$ cat src/rtl/axi_pkg.sv
// rtl/axi_pkg.sv - shared AXI widths, response codes and initiator FSM states
package axi_pkg;

  localparam int AXI_ID_W   = 4;
  localparam int AXI_ADDR_W = 32;
  localparam int AXI_DATA_W = 32;
  localparam int AXI_STRB_W = 4;

  typedef enum logic [1:0] {
    OKAY   = 2'b00,
    EXOKAY = 2'b01,
    SLVERR = 2'b10,
    DECERR = 2'b11
  } resp_t;

  typedef enum logic [2:0] {
    IDLE,
    WR_REQ,
    WR_RESP,
    RD_REQ,
    RD_RESP,
    RSP
  } state_t;

endpackage

$ cat src/rtl/m_axi_ctrl_if.sv
// rtl/m_axi_ctrl_if.sv - single-beat AXI bus between the initiator and its slave
interface m_axi_ctrl_if;
  import axi_pkg::*;

  logic [AXI_ID_W-1:0]   awid_o;
  logic [AXI_ADDR_W-1:0] awaddr_o;
  logic                  awvalid_o;
  logic                  awready_i;

  logic [AXI_ID_W-1:0]   wid_o;
  logic [AXI_DATA_W-1:0] wdata_o;
  logic [AXI_STRB_W-1:0] wstrb_o;
  logic                  wlast_o;
  logic                  wvalid_o;
  logic                  wready_i;

  logic [AXI_ID_W-1:0]   bid_i;
  logic [1:0]            bresp_i;
  logic                  bvalid_i;
  logic                  bready_o;

  logic [AXI_ID_W-1:0]   arid_o;
  logic [AXI_ADDR_W-1:0] araddr_o;
  logic                  arvalid_o;
  logic                  arready_i;

  logic [AXI_ID_W-1:0]   rid_i;
  logic [AXI_DATA_W-1:0] rdata_i;
  logic [1:0]            rresp_i;
  logic                  rlast_i;
  logic                  rvalid_i;
  logic                  rready_o;

  modport master (
    output awid_o, awaddr_o, awvalid_o, input awready_i,
    output wid_o, wdata_o, wstrb_o, wlast_o, wvalid_o, input wready_i,
    input bid_i, bresp_i, bvalid_i, output bready_o,
    output arid_o, araddr_o, arvalid_o, input arready_i,
    input rid_i, rdata_i, rresp_i, rlast_i, rvalid_i, output rready_o
  );

  modport slave (
    input awid_o, awaddr_o, awvalid_o, output awready_i,
    input wid_o, wdata_o, wstrb_o, wlast_o, wvalid_o, output wready_i,
    output bid_i, bresp_i, bvalid_i, input bready_o,
    input arid_o, araddr_o, arvalid_o, output arready_i,
    output rid_i, rdata_i, rresp_i, rlast_i, rvalid_i, input rready_o
  );

endinterface

$ cat src/rtl/axi_watchdog.sv
// rtl/axi_watchdog.sv - saturating transaction watchdog; TIMEOUT=0 disables it
module axi_watchdog #(
  parameter int TIMEOUT = 256
) (
  input  logic clk,
  input  logic areset,
  input  logic i_clear,
  input  logic i_enable,
  output logic o_expired
);

  localparam int            CW       = (TIMEOUT > 0) ? $clog2(TIMEOUT + 1) : 1;
  localparam logic [CW-1:0] LIMIT    = CW'(TIMEOUT);
  localparam logic [CW-1:0] LIMIT_M1 = (TIMEOUT > 0) ? CW'(TIMEOUT - 1) : '0;

  logic [CW-1:0] r_count;

  always_ff @(posedge clk or negedge areset) begin
    if (!areset) begin
      r_count <= '0;
    end else if (i_clear) begin
      r_count <= '0;
    end else if (i_enable && (r_count != LIMIT)) begin
      r_count <= r_count + 1'b1;
    end
  end

  // Fires one cycle early so the abort lands on the edge where the count reaches TIMEOUT.
  assign o_expired = (TIMEOUT != 0) && i_enable && (r_count >= LIMIT_M1);

endmodule

$ cat src/rtl/m_axi_ctrl.sv
// rtl/m_axi_ctrl.sv - single-outstanding AXI initiator turning register commands into one-beat AXI transfers
module m_axi_ctrl
  import axi_pkg::*;
#(
  parameter logic [AXI_ID_W-1:0] TXN_ID  = '0,
  parameter int                  TIMEOUT = 256
) (
  input  logic                  clk,
  input  logic                  areset,
  input  logic                  cmd_valid,
  output logic                  cmd_ready,
  input  logic                  cmd_write,
  input  logic [AXI_ADDR_W-1:0] cmd_addr,
  input  logic [AXI_DATA_W-1:0] cmd_wdata,
  input  logic [AXI_STRB_W-1:0] cmd_wstrb,
  output logic                  rsp_valid,
  input  logic                  rsp_ready,
  output logic                  rsp_write,
  output logic [AXI_DATA_W-1:0] rsp_rdata,
  output logic [1:0]            rsp_resp,
  output logic                  rsp_timeout,
  m_axi_ctrl_if.master          axi
);

  state_t     r_state;
  state_t     w_state_nxt;
  logic       r_aw_done;
  logic       r_w_done;
  logic       w_aw_done_nxt;
  logic       w_w_done_nxt;
  logic       w_accept;
  logic       w_b_fire;
  logic       w_r_fire;
  logic       w_abort;
  logic       w_busy;
  logic       w_expired;
  logic [1:0] w_b_resp;
  logic [1:0] w_r_resp;

  assign w_busy = (r_state == WR_REQ) || (r_state == WR_RESP) ||
                  (r_state == RD_REQ) || (r_state == RD_RESP);

  // A wrong ID or a missing RLAST overrides whatever the slave reported.
  assign w_b_resp = (axi.bid_i != TXN_ID) ? SLVERR : axi.bresp_i;
  assign w_r_resp = ((axi.rid_i != TXN_ID) || !axi.rlast_i) ? SLVERR : axi.rresp_i;

  axi_watchdog #(
    .TIMEOUT (TIMEOUT)
  ) u_watchdog (
    .clk       (clk),
    .areset    (areset),
    .i_clear   (w_accept),
    .i_enable  (w_busy),
    .o_expired (w_expired)
  );

  always_comb begin
    w_state_nxt   = r_state;
    w_aw_done_nxt = r_aw_done;
    w_w_done_nxt  = r_w_done;
    w_accept      = 1'b0;
    w_b_fire      = 1'b0;
    w_r_fire      = 1'b0;
    w_abort       = 1'b0;
    case (r_state)
      IDLE: begin
        if (cmd_valid) begin
          w_accept      = 1'b1;
          w_aw_done_nxt = 1'b0;
          w_w_done_nxt  = 1'b0;
          w_state_nxt   = cmd_write ? WR_REQ : RD_REQ;
        end
      end
      WR_REQ: begin
        w_aw_done_nxt = r_aw_done | (axi.awvalid_o & axi.awready_i);
        w_w_done_nxt  = r_w_done | (axi.wvalid_o & axi.wready_i);
        if (w_aw_done_nxt && w_w_done_nxt) w_state_nxt = WR_RESP;
        else if (w_expired)                w_abort = 1'b1;
      end
      WR_RESP: begin
        if (axi.bvalid_i) begin
          w_b_fire    = 1'b1;
          w_state_nxt = RSP;
        end else if (w_expired) begin
          w_abort = 1'b1;
        end
      end
      RD_REQ: begin
        if (axi.arvalid_o && axi.arready_i) w_state_nxt = RD_RESP;
        else if (w_expired)                 w_abort = 1'b1;
      end
      RD_RESP: begin
        if (axi.rvalid_i) begin
          w_r_fire    = 1'b1;
          w_state_nxt = RSP;
        end else if (w_expired) begin
          w_abort = 1'b1;
        end
      end
      RSP: begin
        if (rsp_ready) w_state_nxt = IDLE;
      end
      default: w_state_nxt = IDLE;
    endcase
    if (w_abort) w_state_nxt = RSP;
  end

  always_ff @(posedge clk or negedge areset) begin
    if (!areset) begin
      r_state       <= IDLE;
      r_aw_done     <= 1'b0;
      r_w_done      <= 1'b0;
      cmd_ready     <= 1'b1;
      rsp_valid     <= 1'b0;
      rsp_write     <= 1'b0;
      rsp_rdata     <= '0;
      rsp_resp      <= OKAY;
      rsp_timeout   <= 1'b0;
      axi.awid_o    <= '0;
      axi.awaddr_o  <= '0;
      axi.awvalid_o <= 1'b0;
      axi.wid_o     <= '0;
      axi.wdata_o   <= '0;
      axi.wstrb_o   <= '0;
      axi.wlast_o   <= 1'b0;
      axi.wvalid_o  <= 1'b0;
      axi.bready_o  <= 1'b0;
      axi.arid_o    <= '0;
      axi.araddr_o  <= '0;
      axi.arvalid_o <= 1'b0;
      axi.rready_o  <= 1'b0;
    end else begin
      r_state       <= w_state_nxt;
      r_aw_done     <= w_aw_done_nxt;
      r_w_done      <= w_w_done_nxt;
      // Handshake outputs are registered copies of the upcoming state.
      cmd_ready     <= (w_state_nxt == IDLE);
      rsp_valid     <= (w_state_nxt == RSP);
      axi.awvalid_o <= (w_state_nxt == WR_REQ) && !w_aw_done_nxt;
      axi.wvalid_o  <= (w_state_nxt == WR_REQ) && !w_w_done_nxt;
      axi.wlast_o   <= (w_state_nxt == WR_REQ) && !w_w_done_nxt;
      axi.bready_o  <= (w_state_nxt == WR_RESP);
      axi.arvalid_o <= (w_state_nxt == RD_REQ);
      axi.rready_o  <= (w_state_nxt == RD_RESP);

      if (w_accept) begin
        axi.awid_o   <= TXN_ID;
        axi.wid_o    <= TXN_ID;
        axi.arid_o   <= TXN_ID;
        axi.awaddr_o <= cmd_addr;
        axi.araddr_o <= cmd_addr;
        axi.wdata_o  <= cmd_wdata;
        axi.wstrb_o  <= cmd_wstrb;
        rsp_write    <= cmd_write;
        rsp_rdata    <= '0;
        rsp_resp     <= OKAY;
        rsp_timeout  <= 1'b0;
      end
      if (w_b_fire) begin
        rsp_resp <= w_b_resp;
      end
      if (w_r_fire) begin
        rsp_rdata <= axi.rdata_i;
        rsp_resp  <= w_r_resp;
      end
      if (w_abort) begin
        rsp_rdata   <= '0;
        rsp_resp    <= SLVERR;
        rsp_timeout <= 1'b1;
      end
    end
  end

endmodule
$ cat src/flat_wrapper.sv
// flat-port wrapper written by rule: the top's interface ports become plain ports
module m_axi_ctrl_flat import axi_pkg::*;
#(
  parameter logic [AXI_ID_W-1:0] TXN_ID  = '0,
  parameter int                  TIMEOUT = 256
)
  (clk, areset, cmd_valid, cmd_ready, cmd_write, cmd_addr, cmd_wdata, cmd_wstrb, rsp_valid, rsp_ready, rsp_write, rsp_rdata, rsp_resp, rsp_timeout, axi_awid_o, axi_awaddr_o, axi_awvalid_o, axi_awready_i, axi_wid_o, axi_wdata_o, axi_wstrb_o, axi_wlast_o, axi_wvalid_o, axi_wready_i, axi_bid_i, axi_bresp_i, axi_bvalid_i, axi_bready_o, axi_arid_o, axi_araddr_o, axi_arvalid_o, axi_arready_i, axi_rid_i, axi_rdata_i, axi_rresp_i, axi_rlast_i, axi_rvalid_i, axi_rready_o);
  m_axi_ctrl_if axi_i ();
  input  logic clk;
  input  logic areset;
  input  logic cmd_valid;
  output logic cmd_ready;
  input  logic cmd_write;
  input  logic [AXI_ADDR_W-1:0] cmd_addr;
  input  logic [AXI_DATA_W-1:0] cmd_wdata;
  input  logic [AXI_STRB_W-1:0] cmd_wstrb;
  output logic rsp_valid;
  input  logic rsp_ready;
  output logic rsp_write;
  output logic [AXI_DATA_W-1:0] rsp_rdata;
  output logic [1:0] rsp_resp;
  output logic rsp_timeout;
  output wire logic [$bits(axi_i.awid_o)-1:0] axi_awid_o;
  output wire logic [$bits(axi_i.awaddr_o)-1:0] axi_awaddr_o;
  output wire logic [$bits(axi_i.awvalid_o)-1:0] axi_awvalid_o;
  input wire logic [$bits(axi_i.awready_i)-1:0] axi_awready_i;
  output wire logic [$bits(axi_i.wid_o)-1:0] axi_wid_o;
  output wire logic [$bits(axi_i.wdata_o)-1:0] axi_wdata_o;
  output wire logic [$bits(axi_i.wstrb_o)-1:0] axi_wstrb_o;
  output wire logic [$bits(axi_i.wlast_o)-1:0] axi_wlast_o;
  output wire logic [$bits(axi_i.wvalid_o)-1:0] axi_wvalid_o;
  input wire logic [$bits(axi_i.wready_i)-1:0] axi_wready_i;
  input wire logic [$bits(axi_i.bid_i)-1:0] axi_bid_i;
  input wire logic [$bits(axi_i.bresp_i)-1:0] axi_bresp_i;
  input wire logic [$bits(axi_i.bvalid_i)-1:0] axi_bvalid_i;
  output wire logic [$bits(axi_i.bready_o)-1:0] axi_bready_o;
  output wire logic [$bits(axi_i.arid_o)-1:0] axi_arid_o;
  output wire logic [$bits(axi_i.araddr_o)-1:0] axi_araddr_o;
  output wire logic [$bits(axi_i.arvalid_o)-1:0] axi_arvalid_o;
  input wire logic [$bits(axi_i.arready_i)-1:0] axi_arready_i;
  input wire logic [$bits(axi_i.rid_i)-1:0] axi_rid_i;
  input wire logic [$bits(axi_i.rdata_i)-1:0] axi_rdata_i;
  input wire logic [$bits(axi_i.rresp_i)-1:0] axi_rresp_i;
  input wire logic [$bits(axi_i.rlast_i)-1:0] axi_rlast_i;
  input wire logic [$bits(axi_i.rvalid_i)-1:0] axi_rvalid_i;
  output wire logic [$bits(axi_i.rready_o)-1:0] axi_rready_o;
  assign axi_awid_o = axi_i.awid_o;
  assign axi_awaddr_o = axi_i.awaddr_o;
  assign axi_awvalid_o = axi_i.awvalid_o;
  assign axi_i.awready_i = axi_awready_i;
  assign axi_wid_o = axi_i.wid_o;
  assign axi_wdata_o = axi_i.wdata_o;
  assign axi_wstrb_o = axi_i.wstrb_o;
  assign axi_wlast_o = axi_i.wlast_o;
  assign axi_wvalid_o = axi_i.wvalid_o;
  assign axi_i.wready_i = axi_wready_i;
  assign axi_i.bid_i = axi_bid_i;
  assign axi_i.bresp_i = axi_bresp_i;
  assign axi_i.bvalid_i = axi_bvalid_i;
  assign axi_bready_o = axi_i.bready_o;
  assign axi_arid_o = axi_i.arid_o;
  assign axi_araddr_o = axi_i.araddr_o;
  assign axi_arvalid_o = axi_i.arvalid_o;
  assign axi_i.arready_i = axi_arready_i;
  assign axi_i.rid_i = axi_rid_i;
  assign axi_i.rdata_i = axi_rdata_i;
  assign axi_i.rresp_i = axi_rresp_i;
  assign axi_i.rlast_i = axi_rlast_i;
  assign axi_i.rvalid_i = axi_rvalid_i;
  assign axi_rready_o = axi_i.rready_o;
  m_axi_ctrl #(.TXN_ID(TXN_ID), .TIMEOUT(TIMEOUT)) u_core (.clk(clk), .areset(areset), .cmd_valid(cmd_valid), .cmd_ready(cmd_ready), .cmd_write(cmd_write), .cmd_addr(cmd_addr), .cmd_wdata(cmd_wdata), .cmd_wstrb(cmd_wstrb), .rsp_valid(rsp_valid), .rsp_ready(rsp_ready), .rsp_write(rsp_write), .rsp_rdata(rsp_rdata), .rsp_resp(rsp_resp), .rsp_timeout(rsp_timeout), .axi(axi_i));
endmodule
$ cat config.mk
export PLATFORM = sky130hd
export DESIGN_NAME = m_axi_ctrl_flat
export DESIGN_NICKNAME = d
export VERILOG_FILES = /design/src/rtl/axi_pkg.sv /design/src/rtl/m_axi_ctrl_if.sv /design/src/rtl/axi_watchdog.sv /design/src/rtl/m_axi_ctrl.sv /design/src/flat_wrapper.sv
export SDC_FILE = /design/constraint.sdc
export NUM_CORES = 1
export LEC_CHECK = 0
export ABC_AREA = 1
export CORE_MARGIN = 2
export CORE_UTILIZATION = 44
export DETAILED_ROUTE_END_ITERATION = 8
export GPL_ROUTABILITY_DRIVEN = 1
export PLACE_DENSITY = 0.92
export SYNTH_ARGS = -nofsm -noshare
export SYNTH_HDL_FRONTEND = slang
export SYNTH_SLANG_ARGS = --single-unit
$ cat constraint.sdc
create_clock -name clk -period 4.7 [get_ports clk]
set_clock_uncertainty 0.15 [all_clocks]
set_input_delay 0.94 -clock clk [delete_from_list [all_inputs] [get_ports clk]]
set_output_delay 0.94 -clock clk [all_outputs]
set_load 0.005 [all_outputs]
; After elaboration in Yosys (flattened, before gate mapping)
; Cells that the tools add are included.
[classes]
addsub = 1
mul = 0
n_div = 0
magnitude_cmp = 1
eq_ne = 11
shifts = 0
mux = 38
n_bitwise = 4
reduce_logical = 21
[op_table]
columns = op, n
row1 = 32-bit two-way mux, 3
row2 = 3-bit two-way mux, 7
row3 = 9-bit two-way mux, 2
row4 = 3-bit one-hot mux with 6 select lines, 1
row5 = 1-bit two-way mux, 15
row6 = 2-bit two-way mux, 7
row7 = "3-bit by 2-bit equality test with 1-bit output, second input constant", 4
row8 = "3-bit equality test, second input constant", 4
row9 = 4-bit nonzero test, 3
row10 = "9-bit by 1-bit adder with 9-bit output, second input constant", 1
row11 = "9-bit by 8-bit greater-or-equal comparator with 1-bit output, second input constant", 1
row12 = "9-bit != test, second input constant", 1
row13 = "3-bit by 1-bit equality test with 1-bit output, second input constant", 2
row14 = 1-bit logical AND, 6
row15 = 3-bit zero test, 2
row16 = 1-bit logical OR, 4
row17 = 1-bit one-hot mux with 2 select lines, 2
row18 = 1-bit one-hot mux with 4 select lines, 1
row19 = 2-bit nonzero test, 2
row20 = 1-bit zero test, 3
row21 = 3-bit nonzero test, 1
row22 = 1-bit AND, 2
row23 = 1-bit bitwise OR, 2
[word_totals]
reg_bits = 125
latch_bits = 0
mem_bits_rw = 0
romBits = 0
output_inout_bits = 156
elab_cells = 94
mem_count = 0

; Depth between registers and ports, before layout
; Gate-level depths: netlist of run 1.
[depth]
depth_word = 11
mapped_depth = 13

; By module
; From an unflattened synthesis of run 1, not the netlist that was laid out.
[hier_totals]
hier_cells = 680
hier_area_um2 = 5611.6
[by_module_without_submodules]
columns = mod, instances, cells_each, area_per_inst_um2, seq_area_each_um2
row1 = m_axi_ctrl, 1, 590, 5007.3, 2904.0
row2 = axi_watchdog, 1, 90, 604.3, 225.2

; Worst setup path after synthesis of run 1
; OpenSTA, ideal clock, no wires.
[synth_path]
path_type = input -> register
from = input axi_wready_i
to = register u_core.axi.awvalid_o
arrival_time_ns = 1.719
setup_slack_ns = 2.758
cell_stages = 9
n_path_buf = 1
path_cell_list = nand2_1 nand2_1 nand2_1 nand2_1 nand4_1 nand2_4 buf_6 nand4_2 nor2_1
[synth_via]
elab_chain_len = 8
elab_cells_between_ends = 10
cone_classes = eq/ne (1) / mux (5) / bitwise (2) / reduce/logical (2)
[synth_rtl]
columns = item, line
row1 = "start, declared", flat_wrapper.sv:32  ; input wire logic [$bits(axi_i.wready_i)-1:0] axi_wready_i;
row2 = 1-bit AND *, m_axi_ctrl.sv:76  ; w_w_done_nxt = r_w_done | (axi.wvalid_o & axi.wready_i);
row3 = 1-bit bitwise OR *, m_axi_ctrl.sv:76
row4 = 1-bit logical AND *, m_axi_ctrl.sv:77  ; if (w_aw_done_nxt && w_w_done_nxt) w_state_nxt = WR_RESP;
row5 = 3-bit two-way mux / 1-bit two-way mux (equally long branches), m_axi_ctrl.sv:77
row6 = 3-bit one-hot mux with 6 select lines / 1-bit one-hot mux with 4 select lines (equally long branches), m_axi_ctrl.sv:65  ; case (r_state)
row7 = 3-bit two-way mux *, m_axi_ctrl.sv:105  ; if (w_abort) w_state_nxt = RSP;
row8 = 3-bit by 1-bit equality test with 1-bit output *, m_axi_ctrl.sv:139  ; axi.awvalid_o <= (w_state_nxt == WR_REQ) && !w_aw_done_nxt;
row9 = 1-bit logical AND *, m_axi_ctrl.sv:139
row10 = "end signal, assigned", m_axi_ctrl.sv:139
row11 = "end, declared", m_axi_ctrl_if.sv:35  ; output awid_o, awaddr_o, awvalid_o, input awready_i,
; Mark *: on every way between the ends. The rest lies on a longest branch, timed or not.
; A chain may end at the register's enable or synchronous reset.

; Worst setup path in the final report of run 1
[layout_path]
from = input cmd_valid
to = register u_core.axi.awvalid_o
[layout_via]
elab_cells_between_ends = 8
cone_classes = eq/ne (1) / mux (5) / reduce/logical (2)
[layout_lines]
columns = item, line
row1 = "start, declared", flat_wrapper.sv:11  ; input logic cmd_valid;
row2 = 1-bit two-way mux, m_axi_ctrl.sv:67  ; if (cmd_valid) begin
row3 = 1-bit one-hot mux with 2 select lines, m_axi_ctrl.sv:65
row4 = via u_core.w_aw_done_nxt, m_axi_ctrl.sv:29  ; logic w_aw_done_nxt;
row5 = 1-bit zero test, m_axi_ctrl.sv:139
row6 = 1-bit logical AND, m_axi_ctrl.sv:139
; The timed path passes the listed nets, and every way through them passes these cells.

==> summary.txt, run 1 <==
Clock tree
  • Number of CTS-inserted buffers: 17
  • Clock sink total: around 130
  • H-tree depth: 4
  • Post-CTS Hold Buffers: 0
  • Max clock buf depth: 2
  • Clock root cell: clkbuf_16
  • Post-CTS sizing: 0
  • Clock slew at reported path FFs: roughly 0.050 ns
  • Worst-Skew Late Latency: around 0.41 ns
  • CTS tree: built
  • Post-CTS setup buffer count: 0

Routing
  • Met3 WL: ~1300 um
  • Met2 WL: around 8000 um
  • DR top layer: met4
  • Vias after detailed routing: roughly 5100
  • Vias per cell: ~4.8
  • Met1 wire length: 6140 um
  • Final wirelength: 16000 um
  • DRC violations left: 0
  • Avg WL per Cell: 14.9 um
  • Drt pass-1 iters: 4
  • DR iter-0 viols: roughly 410
  • Post-route ant nets: 0

Synth
  • Synth async-reset ratio: 1.00
  • Combinational family with the most area after synthesis: simple AND/OR/NAND/NOR gates
  • Yosys reg bits: ~130
  • Compound-gate portion of the synthesized area: 0.0140
  • Mapped cell area: 5640 um^2
  • Ys flop type: dfrtp_1
  • Synth Area in XOR/XNOR: 0.00621
  • Synth top area cells: dfrtp_1 (55%), nand2_1 (20%), buf_4 (6.1%)
  • EDFF count, synth: 0
  • Yosys warning count: 0
  • Cells after synthesis: between 600 and 700
  • Post-synthesis mux area share: 0
  • Most frequent cell after synthesis: nand2_1
  • Simple-Gate Fraction of Synth Area: 0.312
  • Post-synthesis sequential area ratio: 0.555
  • Commonest cells post-synth: nand2_1 (307), dfrtp_1 (124), buf_4 (46)
  • Adder-cell area share of the yosys netlist: 0.00666
  • Synth area leader: dfrtp_1
  • Top-area cell type share of the netlist area: 0.550
  • Netlist cell types: 33
  • Average cell area after synthesis: between 8 and 9 um^2

Floorplanning
  • Die footprint: about 14000 um^2
  • Core Box Area: roughly 13000 um^2
  • Number of I/O pins: ~280
  • Initial Util: 0.449
  • Die Y-Extent: ~120 um
  • Die Span X: 117 um
  • # rows: a little over 40

Worst setup path
  • Max FO, Critical Path: between 50 and 60
  • Reg2reg path depth: 6
  • Worst-path cell chain: clkdlybuf4s50_1 > nand3_4 > inv_2 > buf_4 > o21ai_0 > nor2_1
  • Setup crit start kind: input port
  • WS Path Type: input port to register
  • Critical Path AT: roughly 3.0 ns
  • Crit. End Element: register
  • Critical Path Max Stage Delay: 0.54 ns
  • CP required: just under 5 ns
  • Critical-path top delay cell: clkdlybuf4s50_1

Status
  • Status: finished, final reports clean

Final layout
  • Area Growth Syn to Fin: 54.2%
  • Fill cell count: ~960
  • Fin cells: 1070
  • Share of cells above drive strength 1: 0.0725
  • Final #Nets: 1010

Hold path
  • Cell count of the worst hold path: 2
  • Worst Hold Class: register to register

Placement
  • Port Buf Inserts: 266
  • Inst Count DP: approximately 1000
  • Dpl hpwl: approximately 11000 um
  • Final GP Congestion: between 0.8 and 0.9

STA
  • Worst slew margin: 0.383
  • Hold Vio Cnt, Final: 0
  • Slew @ Worst Pin: ~0.93 ns
  • Setup violators final: 0
  • Final Max Tran Viols: 0
  • Total negative slack: 0 ns
  • Period utilization: 0.601
  • FMAX: between 300 and 400 MHz
  • RSZ-0062 raised after global routing: no
  • Final min period: between 2 and 3 ns

Global routing
  • Pin count of the biggest net entering global routing: approximately 100
  • Vias in the first global route: 4978
  • Global-route wire length before repair: approximately 25000 um
  • Initial antenna violation count: 0
  • Total gr overflow: 0
  • GRT Total Usage: 0.237

Job
  • Max-Cap Viols: 0

Power and ir drop
  • Pwr dens: 639 nW/um^2
  • Leak: roughly 4.3 nW
  • Worst VDD drop: ~0.3 mV
[cells by family after synthesis]
group,Yosys count
buffers and inverters,99
AO/OA/AOI/OAI,14
flip-flops,125
adder cells (fa/ha/maj),3
AND/OR/NAND/NOR,412
XOR/XNOR,4
other,1
[state kept, by name (all words and copies together), names as in the netlist, 2 cells and up]
| name | count |
|---|---|
| u_core.axi.awaddr_o | 32 |
| u_core.axi.wdata_o | 32 |
| u_core.rsp_rdata | 32 |
| u_core.u_watchdog.r_count | 9 |
| u_core.axi.wstrb_o | 4 |
| u_core.r_state | 3 |
| u_core.rsp_resp | 2 |
[final timing paths]
path,startpoint,end,slack [ns]
max in group asynchronous,areset,u_core.cmd_ready$_DFF_PN1_,2.95
worst min-delay path,u_core.axi.wdata_o[5]$_DFFE_PN0P_,u_core.axi.wdata_o[5]$_DFFE_PN0P_,0.33
min in group asynchronous,areset,u_core.axi.wstrb_o[0]$_DFFE_PN0P_,0.49
worst min register to register,u_core.axi.wdata_o[5]$_DFFE_PN0P_,u_core.axi.wdata_o[5]$_DFFE_PN0P_,0.33
worst max register to register,u_core.r_state[0]$_DFF_PN0_,u_core.axi.awvalid_o$_DFF_PN0_,2.24
worst max-delay path,cmd_valid,u_core.axi.awvalid_o$_DFF_PN0_,1.88
[layer usage]
| metal | track usage | vias up |
|---|---|---|
| met5 | 0 | - |
| met4 | 0.112 | 0 |
| met3 | 0.0808 | 34 |
| met2 | 0.398 | 223 |
| met1 | 0.273 | 2404 |
| li1 | - | 2475 |
[critical path: cells and delay by family]
kind | cells | cell delay [ns]
AND/OR/NAND/NOR | 2 | 0.65
buffers and inverters | 3 | 1.22
AO/OA/AOI/OAI | 1 | 0.18
[per-stage QoR]
step / total power (W) / hold WS, ns / area (um^2) / setup slack [ns] / utilization
final: 0.00555 / 0.326 / 8690 / 1.88 / 0.691
after global routing: 0.00596 / 0.348 / 8690 / 1.67 / 0.691
after CTS: 0.00560 / 0.330 / 8690 / 1.88 / 0.691
after detailed placement: 0.00428 / 0.314 / 8100 / 1.46 / 0.645
after global placement: 0.00418 / 0.311 / 8100 / 1.47 / 0.645
after floorplan: 0.00297 / 0.322 / 5680 / 2.76 / -
[cell type report]
type                            instances  area, um^2  share of cell area
Multi-Input combinational cell        445        1960               0.226
Antenna cell                            1        2.50            0.000288
Inverter                               24        90.1              0.0104
Clock inverter                         10         114              0.0131
Clock buffer                           22         474              0.0546
Tap cell                              172         215              0.0248
Timing Repair Buffer                  271        2700               0.311
Sequential cell                       125        3130               0.360
[cell usage in the layout, fill, tap and decap left out, types with 4 or more instances in the layout]
master / synthesis / routed
nand2_1: 307 / 307
clkdlybuf4s50_1: 0 / 265
dfrtp_1: 124 / 124
nand4_1: 38 / 38
nor2_1: 23 / 23
inv_1: 17 / 17
nand3_1: 17 / 17
clkbuf_16: 0 / 17
conb_1: 1 / 12
o21ai_0: 8 / 8
inv_2: 7 / 7
nand2_2: 7 / 7
nor2_2: 5 / 5
buf_4: 46 / 5
nor3_1: 4 / 4
xor2_1: 4 / 4
clkinv_2: 0 / 4
[power by group]
part	total (W)	switching [W]	internal, W
combinational	0.00237	0.00103	0.00134
clock	0.00129	0.000470	0.000821
sequential	0.00189	0.000328	0.00156
total	0.00555	0.00183	0.00372
Note: power is estimated with default switching activity, not from simulation.
==> inputs of run 2 (changes only) <==
- CORE_UTILIZATION: 44 -> 41
- PLACE_DENSITY: 0.92 -> 0.86
- clock period: 4.7 -> 2.9 ns (I/O delays scaled with it)
==> run 2 against run 1 <==
Effect of this change:
- die area is 7.1% higher
- worst setup slack worse by 1.3 ns
- global-route usage down 0.89 points
- non-clock buffer count up 2
- register-to-register slack worse by 1.6 ns
==> summary.txt, run 2 (synthesis results as in run 1) <==
Clock tree
  • CTS tree: built
  • Post-CTS setup buffer count: 0 (unchanged)
  • Post-CTS sizing: 0 (unchanged)
  • Clock sink total: 125 (unchanged)
  • H-tree depth: 4 (unchanged)
  • Post-CTS Hold Buffers: 0 (unchanged)
  • Clock slew at reported path FFs: 0.05 ns (about the same)
  • Worst-Skew Late Latency: 0.41 ns (about the same)
  • Number of CTS-inserted buffers: 17 (unchanged)
  • Clock root cell: clkbuf_16
  • Max clock buf depth: 2 (unchanged)

Worst setup path
  • Max FO, Critical Path: 41 (-28%)
  • Critical-path top delay cell: dfrtp_1
  • Crit. End Element: register
  • WS Path Type: register to register
  • Delay-heaviest family, CP: simple AND/OR/NAND/NOR gates
  • Critical Path Max Stage Delay: 0.38 ns (-0.16 ns)
  • CP required: 3.05 ns (-1.84 ns)
  • Setup crit start kind: register
  • CP Buf/Inv Count: 1 (-2)
  • Critical Path AT: 2.45 ns (-0.56 ns)
  • Worst-path cell chain: ha_1 > nand2_1 > inv_1 > nand4_1 > nor3_1 > ha_1 > nor2_1 > a21oi_2 > nand2_4 > nand4_1 > nand2_1

Global routing
  • Total gr overflow: 0 (unchanged)
  • Pin count of the biggest net entering global routing: 70 (-32%)
  • GRT Total Usage: 0.228 (-0.00890)
  • Global-route wire length before repair: 25800 um (+4.8%)
  • Vias in the first global route: 5053 (+1.5%)
  • Initial antenna violation count: 1 (+1)

Placement
  • Dpl hpwl: 12000 um (+4.5%)
  • Worst slack at placement: 0.544 ns (-0.919 ns)
  • Final GP Congestion: 0.830 (+2.5%)
  • Port Buf Inserts: 266 (unchanged)

STA
  • Worst slew margin: 0.625 (+0.242)
  • Slew @ Worst Pin: 0.562 ns (-0.363 ns)
  • Final Worst Setup Slack: 0.599 ns (-1.28 ns)
  • Period utilization: 0.793
  • Total negative slack: 0 ns (unchanged)
  • Final Max Tran Viols: 0 (unchanged)
  • Setup violators final: 0 (unchanged)
  • Final min period: between 2 and 2.5 ns
  • FMAX: around 430 MHz
  • Hold Vio Cnt, Final: 0 (unchanged)
  • RSZ-0062 raised after global routing: no

Floorplanning
  • # rows: 42 (+2.4%)
  • Core Box Area: 13300 um^2 (+6.2%)
  • Die Y-Extent: 121 um (+3.5%)
  • Die footprint: 14700 um^2 (+7.1%)
  • Number of I/O pins: 279 (unchanged)
  • Initial Util: 0.422 (-0.0262)
  • Die Span X: 121 um (+3.5%)

Job
  • Max-Cap Viols: 0 (unchanged)

Final layout
  • Most common cell after layout, fill and taps aside: nand2_1
  • Top Registers: u_core.axi.awaddr_o (32), u_core.axi.wdata_o (32), u_core.rsp_rdata (32)
  • Antenna Diode Count: 0 (-1)
  • Final #Nets: 1012 (+0.20%)
  • Area Growth Syn to Fin: 55.4%
  • Fill cell count: 1113 (+16%)
  • Most frequent cells in the layout: nand2_1 (307), clkdlybuf4s50_1 (265), dfrtp_1 (124)
  • Share of cells above drive strength 1: 0.0713 (-0.00119)

Power and ir drop
  • Seq pwr share: 0.336 (-0.004)
  • Power share of the combinational group: 0.427 (about the same)
  • P_sw: 0.00295 W (+61%)
  • Worst VDD drop: 0.426 mV (+43%)
  • Internal Power: 0.00617 W (+66%)
  • Sw frac: 0.324 (-0.00579)
  • Leak: 4.28 nW (+0.60%)
  • Pwr dens: 1040 nW/um^2 (+63%)
  • Clock power share: 0.236 (+0.003)

Routing
  • Post-route ant nets: 0 (unchanged)
  • DR iter-0 viols: 393 (-3.0%)
  • DRC violations left: 0 (unchanged)
  • Vias per cell: 4.76 (-0.76%)
  • Final wirelength: 16400 um (+2.8%)
  • Avg WL per Cell: 15.3 um (+2.4%)
  • Drt pass-1 iters: 4 (unchanged)
  • Vias after detailed routing: 5116 (-0.39%)

Hold path
  • Worst Hold Class: input port to asynchronous set/reset pin

Status
  • Status: finished, final reports clean
[run 2: layout make-up]
type	count	area, um^2	share of cell area
Inverter	24	90.1	0.0103
Multi-Input combinational cell	445	1960	0.224
Timing Repair Buffer	273	2750	0.314
Clock buffer	25	495	0.0566
Sequential cell	125	3130	0.357
Tap cell	176	220	0.0251
Clock inverter	6	108	0.0123
[run 2: layer usage]
| layer | vias up | wire (um) | global-route usage |
|---|---|---|---|
| li1 | 2477 | - | - |
| met1 | 2393 | 6120 | 0.256 |
| met2 | 218 | 8380 | 0.401 |
| met3 | 28 | 1550 | 0.0813 |
| met4 | 0 | 342 | 0.0797 |
| met5 | - | 0 | 0 |
[run 2: path summary, 6_finish.rpt]
check,startpoint,to,slack [ns],depth (start not counted)
min reg2reg,u_core.axi.wdata_o[24]$_DFFE_PN0P_,u_core.axi.wdata_o[24]$_DFFE_PN0P_,0.32,2
min in group clk,u_core.axi.wdata_o[24]$_DFFE_PN0P_,u_core.axi.wdata_o[24]$_DFFE_PN0P_,0.32,2
min,areset,u_core.axi.awaddr_o[23]$_DFFE_PN0P_,0.005,1
max reg2reg,u_core.u_watchdog.r_count[1]$_DFFE_PN0P_,u_core.rsp_rdata[14]$_DFFE_PN0P_,0.60,11
max,u_core.u_watchdog.r_count[1]$_DFFE_PN0P_,u_core.rsp_rdata[14]$_DFFE_PN0P_,0.60,11
max in group asynchronous,areset,u_core.rsp_rdata[23]$_DFFE_PN0P_,1.92,2
[run 2: through the flow]
step,util,std cells,area [um^2],hold WS (ns),power (W)
after floorplan,-,669,5680,0.134,0.00481
after global placement,0.611,1043,8160,0.311,0.00685
after detailed placement,0.611,1043,8160,0.314,0.00699
after CTS,0.656,1074,8760,0.00543,0.00921
after global routing,0.656,1074,8760,0.0387,0.00975
final,0.656,1074,8760,0.00541,0.00912
[run 2: power by group through the flow]
stage | Combinational, W | Sequential [W] | Clock, W
2_1_floorplan | 0.00175 | 0.00305 | 0
3_3_place_gp | 0.00381 | 0.00304 | 0
3_5_place_dp | 0.00392 | 0.00308 | 0
4_1_cts | 0.00394 | 0.00307 | 0.00220
5_1_grt | 0.00430 | 0.00316 | 0.00229
6_report | 0.00389 | 0.00307 | 0.00216
==> inputs of run 3 (changes only) <==
- CORE_UTILIZATION: 41 -> 37
- PLACE_DENSITY: 0.86 -> 0.83
- clock period: 2.9 -> 1.95 ns (I/O delays scaled with it)
==> run 3 against run 2 <==
Effect of this change:
- the run now ends with negative setup slack left
- die area up 10%
- non-clock buffer count grew 26
- global-route usage is 2.9 points lower
- sequential share of layout area shrank 1.2 points
- sequential power increased by 47%
- combinational power increased by 59%
- critical path depth increased by 1
- highest routed layer unchanged
- worst setup slack worse by 0.79 ns
- core utilization down 5.3 points
- via count increased by 2.6%
- worst hold slack improved by 0.30 ns
- largest cell class unchanged
==> summary.txt, run 3 (synthesis results as in run 1) <==
Clock tree
  • Worst-Skew Late Latency: 0.41 ns (about the same)
  • Number of CTS-inserted buffers: 17 (unchanged)
  • CTS tree: built
  • H-tree depth: 4 (unchanged)
  • Max clock buf depth: 2 (unchanged)
  • Clock root cell: clkbuf_16
  • Clock sink total: 125 (unchanged)
  • Clock slew at reported path FFs: 0.06 ns (about the same)

Power and ir drop
  • Pwr dens: 1500 nW/um^2 (+44%)
  • Internal Power: 0.00908 W (+47%)
  • Leak: 4.43 nW (+3.4%)
  • Seq pwr share: 0.332 (-0.004)
  • Sw frac: 0.334 (+0.00997)
  • Clock power share: 0.214 (-0.022)
  • Worst VDD drop: 0.702 mV (+65%)
  • P_sw: 0.00455 W (+54%)
  • Power share of the combinational group: 0.454 (+0.027)

Final layout
  • Share of cells above drive strength 1: 0.109 (+0.0382)
  • Final #Nets: 1038 (+2.6%)
  • Most frequent cells in the layout: nand2_1 (305), clkdlybuf4s50_1 (263), dfrtp_1 (124)
  • Most common cell after layout, fill and taps aside: nand2_1
  • Top Registers: u_core.axi.awaddr_o (32), u_core.axi.wdata_o (32), u_core.rsp_rdata (32)
  • Area Growth Syn to Fin: 60.8%
  • Fin cells: 1111 (+3.4%)
  • Antenna Diode Count: 0 (unchanged)

Worst setup path
  • CP required: 2.09 ns (-0.96 ns)
  • Max FO, Critical Path: 8 (-80%)
  • WS Path Type: register to register
  • Setup crit start kind: register
  • Reg2Reg Setup Slack: -0.19 ns (-0.79 ns)
  • Reg2reg path depth: 12 (+1)
  • Crit. End Element: register
  • Critical Path AT: 2.28 ns (-0.17 ns)

Job
  • Max-Cap Viols: 0 (unchanged)

STA
  • Final Worst Setup Slack: -0.192 ns (-0.791 ns)
  • Final min period: 2.14 ns (-0.159 ns)
  • Final Max Tran Viols: 0 (unchanged)
  • Setup violators final: 44 (+44)
  • Total negative slack: -6.40 ns (-6.40 ns)
  • Hold Vio Cnt, Final: 0 (unchanged)
  • Period utilization: 1.10 (+0.305)
  • FMAX: 467 MHz (+7.4%)
  • RSZ-0062 raised after global routing: yes

Routing
  • Final wirelength: 16700 um (+1.6%)
  • DR iter-0 viols: 275 (-30%)
  • Post-route ant nets: 0 (unchanged)
  • Avg WL per Cell: 15.0 um (-1.7%)
  • DRC violations left: 0 (unchanged)
  • Vias per cell: 4.72 (-0.86%)
  • Vias after detailed routing: 5247 (+2.6%)
  • Drt pass-1 iters: 7 (+3)

Status
  • Failing checks: negative setup slack
  • Status: complete, but fails checks

Global routing
  • Global-route wire length before repair: 25400 um (-1.3%)
  • Initial antenna violation count: 0 (-1)
  • GRT Total Usage: 0.199 (-0.0292)
  • Total gr overflow: 0 (unchanged)
  • Vias in the first global route: 5086 (+0.65%)
  • Pin count of the biggest net entering global routing: 59 (-16%)

Floorplanning
  • Die Span X: 127 um (+5.1%)
  • Number of I/O pins: 279 (unchanged)
  • Die footprint: 16200 um^2 (+10%)
  • Die Y-Extent: 127 um (+5.1%)
  • # rows: 45 (+7.1%)
  • Core Box Area: 15000 um^2 (+13%)
  • Initial Util: 0.375 (-0.0474)

Placement
  • Dpl hpwl: 12000 um (-0.39%)
  • Inst Count DP: 1071 (+2.7%)
  • Final GP Congestion: 0.854 (+3.0%)
  • Port Buf Inserts: 266 (unchanged)

Hold path
  • Worst Hold Class: input port to asynchronous set/reset pin
run 3: path summary, 6_finish.rpt:
kind | startpoint | to
setup reg to reg | u_core.u_watchdog.r_count[1]$_DFFE_PN0P_ | u_core.rsp_rdata[18]$_DFFE_PN0P_
setup / recovery | u_core.u_watchdog.r_count[1]$_DFFE_PN0P_ | u_core.rsp_rdata[18]$_DFFE_PN0P_
max in group asynchronous | areset | u_core.axi.wdata_o[10]$_DFFE_PN0P_
hold / removal | areset | u_core.axi.wdata_o[0]$_DFFE_PN0P_
hold reg to reg | u_core.axi.wdata_o[18]$_DFFE_PN0P_ | u_core.axi.wdata_o[18]$_DFFE_PN0P_
min in group clk | u_core.axi.wdata_o[18]$_DFFE_PN0P_ | u_core.axi.wdata_o[18]$_DFFE_PN0P_
run 3: stage by stage:
stage               total power, W  setup slack, ns  cell area [um^2]   util  hold WS (ns)
CTS                         0.0135          -0.0437              8930  0.594         0.296
global route                0.0145           -0.293              9060  0.603         0.318
floorplan                  0.00715           0.0525              5680      -       -0.0556
global placement            0.0104           -0.111              8350  0.556         0.177
detailed placement          0.0106           -0.154              8350  0.556         0.184
finish                      0.0136           -0.192              9060  0.603         0.301
run 3: cell type report:
| class | count | area [um^2] |
|---|---|---|
| Clock buffer | 24 | 512 |
| Clock inverter | 6 | 35.0 |
| Fill cell | 1266 | 5970 |
| Inverter | 24 | 90.1 |
| Multi-Input combinational cell | 445 | 2020 |
| Sequential cell | 125 | 3130 |
| Tap cell | 188 | 235 |
| Timing Repair Buffer | 299 | 3040 |
run 3: power by group through the flow:
stage,Sequential (W),Clock (W),Combinational (W)
after floorplan,0.00454,0,0.00261
after global placement,0.00450,0,0.00587
after detailed placement,0.00452,0,0.00603
after CTS,0.00452,0.00298,0.00604
after global routing,0.00465,0.00310,0.00679
final,0.00452,0.00291,0.00619
run 3: per-layer routing:
layer | vias up | wire (um) | part of all wire | global-route usage
li1 | 2525 | - | - | -
met1 | 2471 | 6520 | 0.39 | 0.229
met2 | 231 | 8430 | 0.51 | 0.343
met3 | 20 | 1460 | 0.087 | 0.0708
met4 | 0 | 258 | 0.015 | 0.0705
met5 | - | 0 | 0 | 0
run 3: what timing repair did:
action                                  CTS  global route
buffers inserted                          2             5
hold buffers                              1             0
pin swaps                                 1             5
resized for setup                         3            16
cloned                                    0             2
endpoints found under the hold margin    23             0
endpoints found under the setup margin   35            51
run 3: worst max-delay path, stage by stage, from the launching register on:
cell       delay, ns
dfrtp_1         0.35
ha_2            0.19
nand2_2         0.06
inv_2           0.05
nand4_1         0.15
nor3_2          0.20
ha_2            0.24
nor2_4          0.05
a21oi_4         0.14
nand2_4         0.12
clkbuf_16       0.19
nand4_1         0.08
nand2_1         0.07
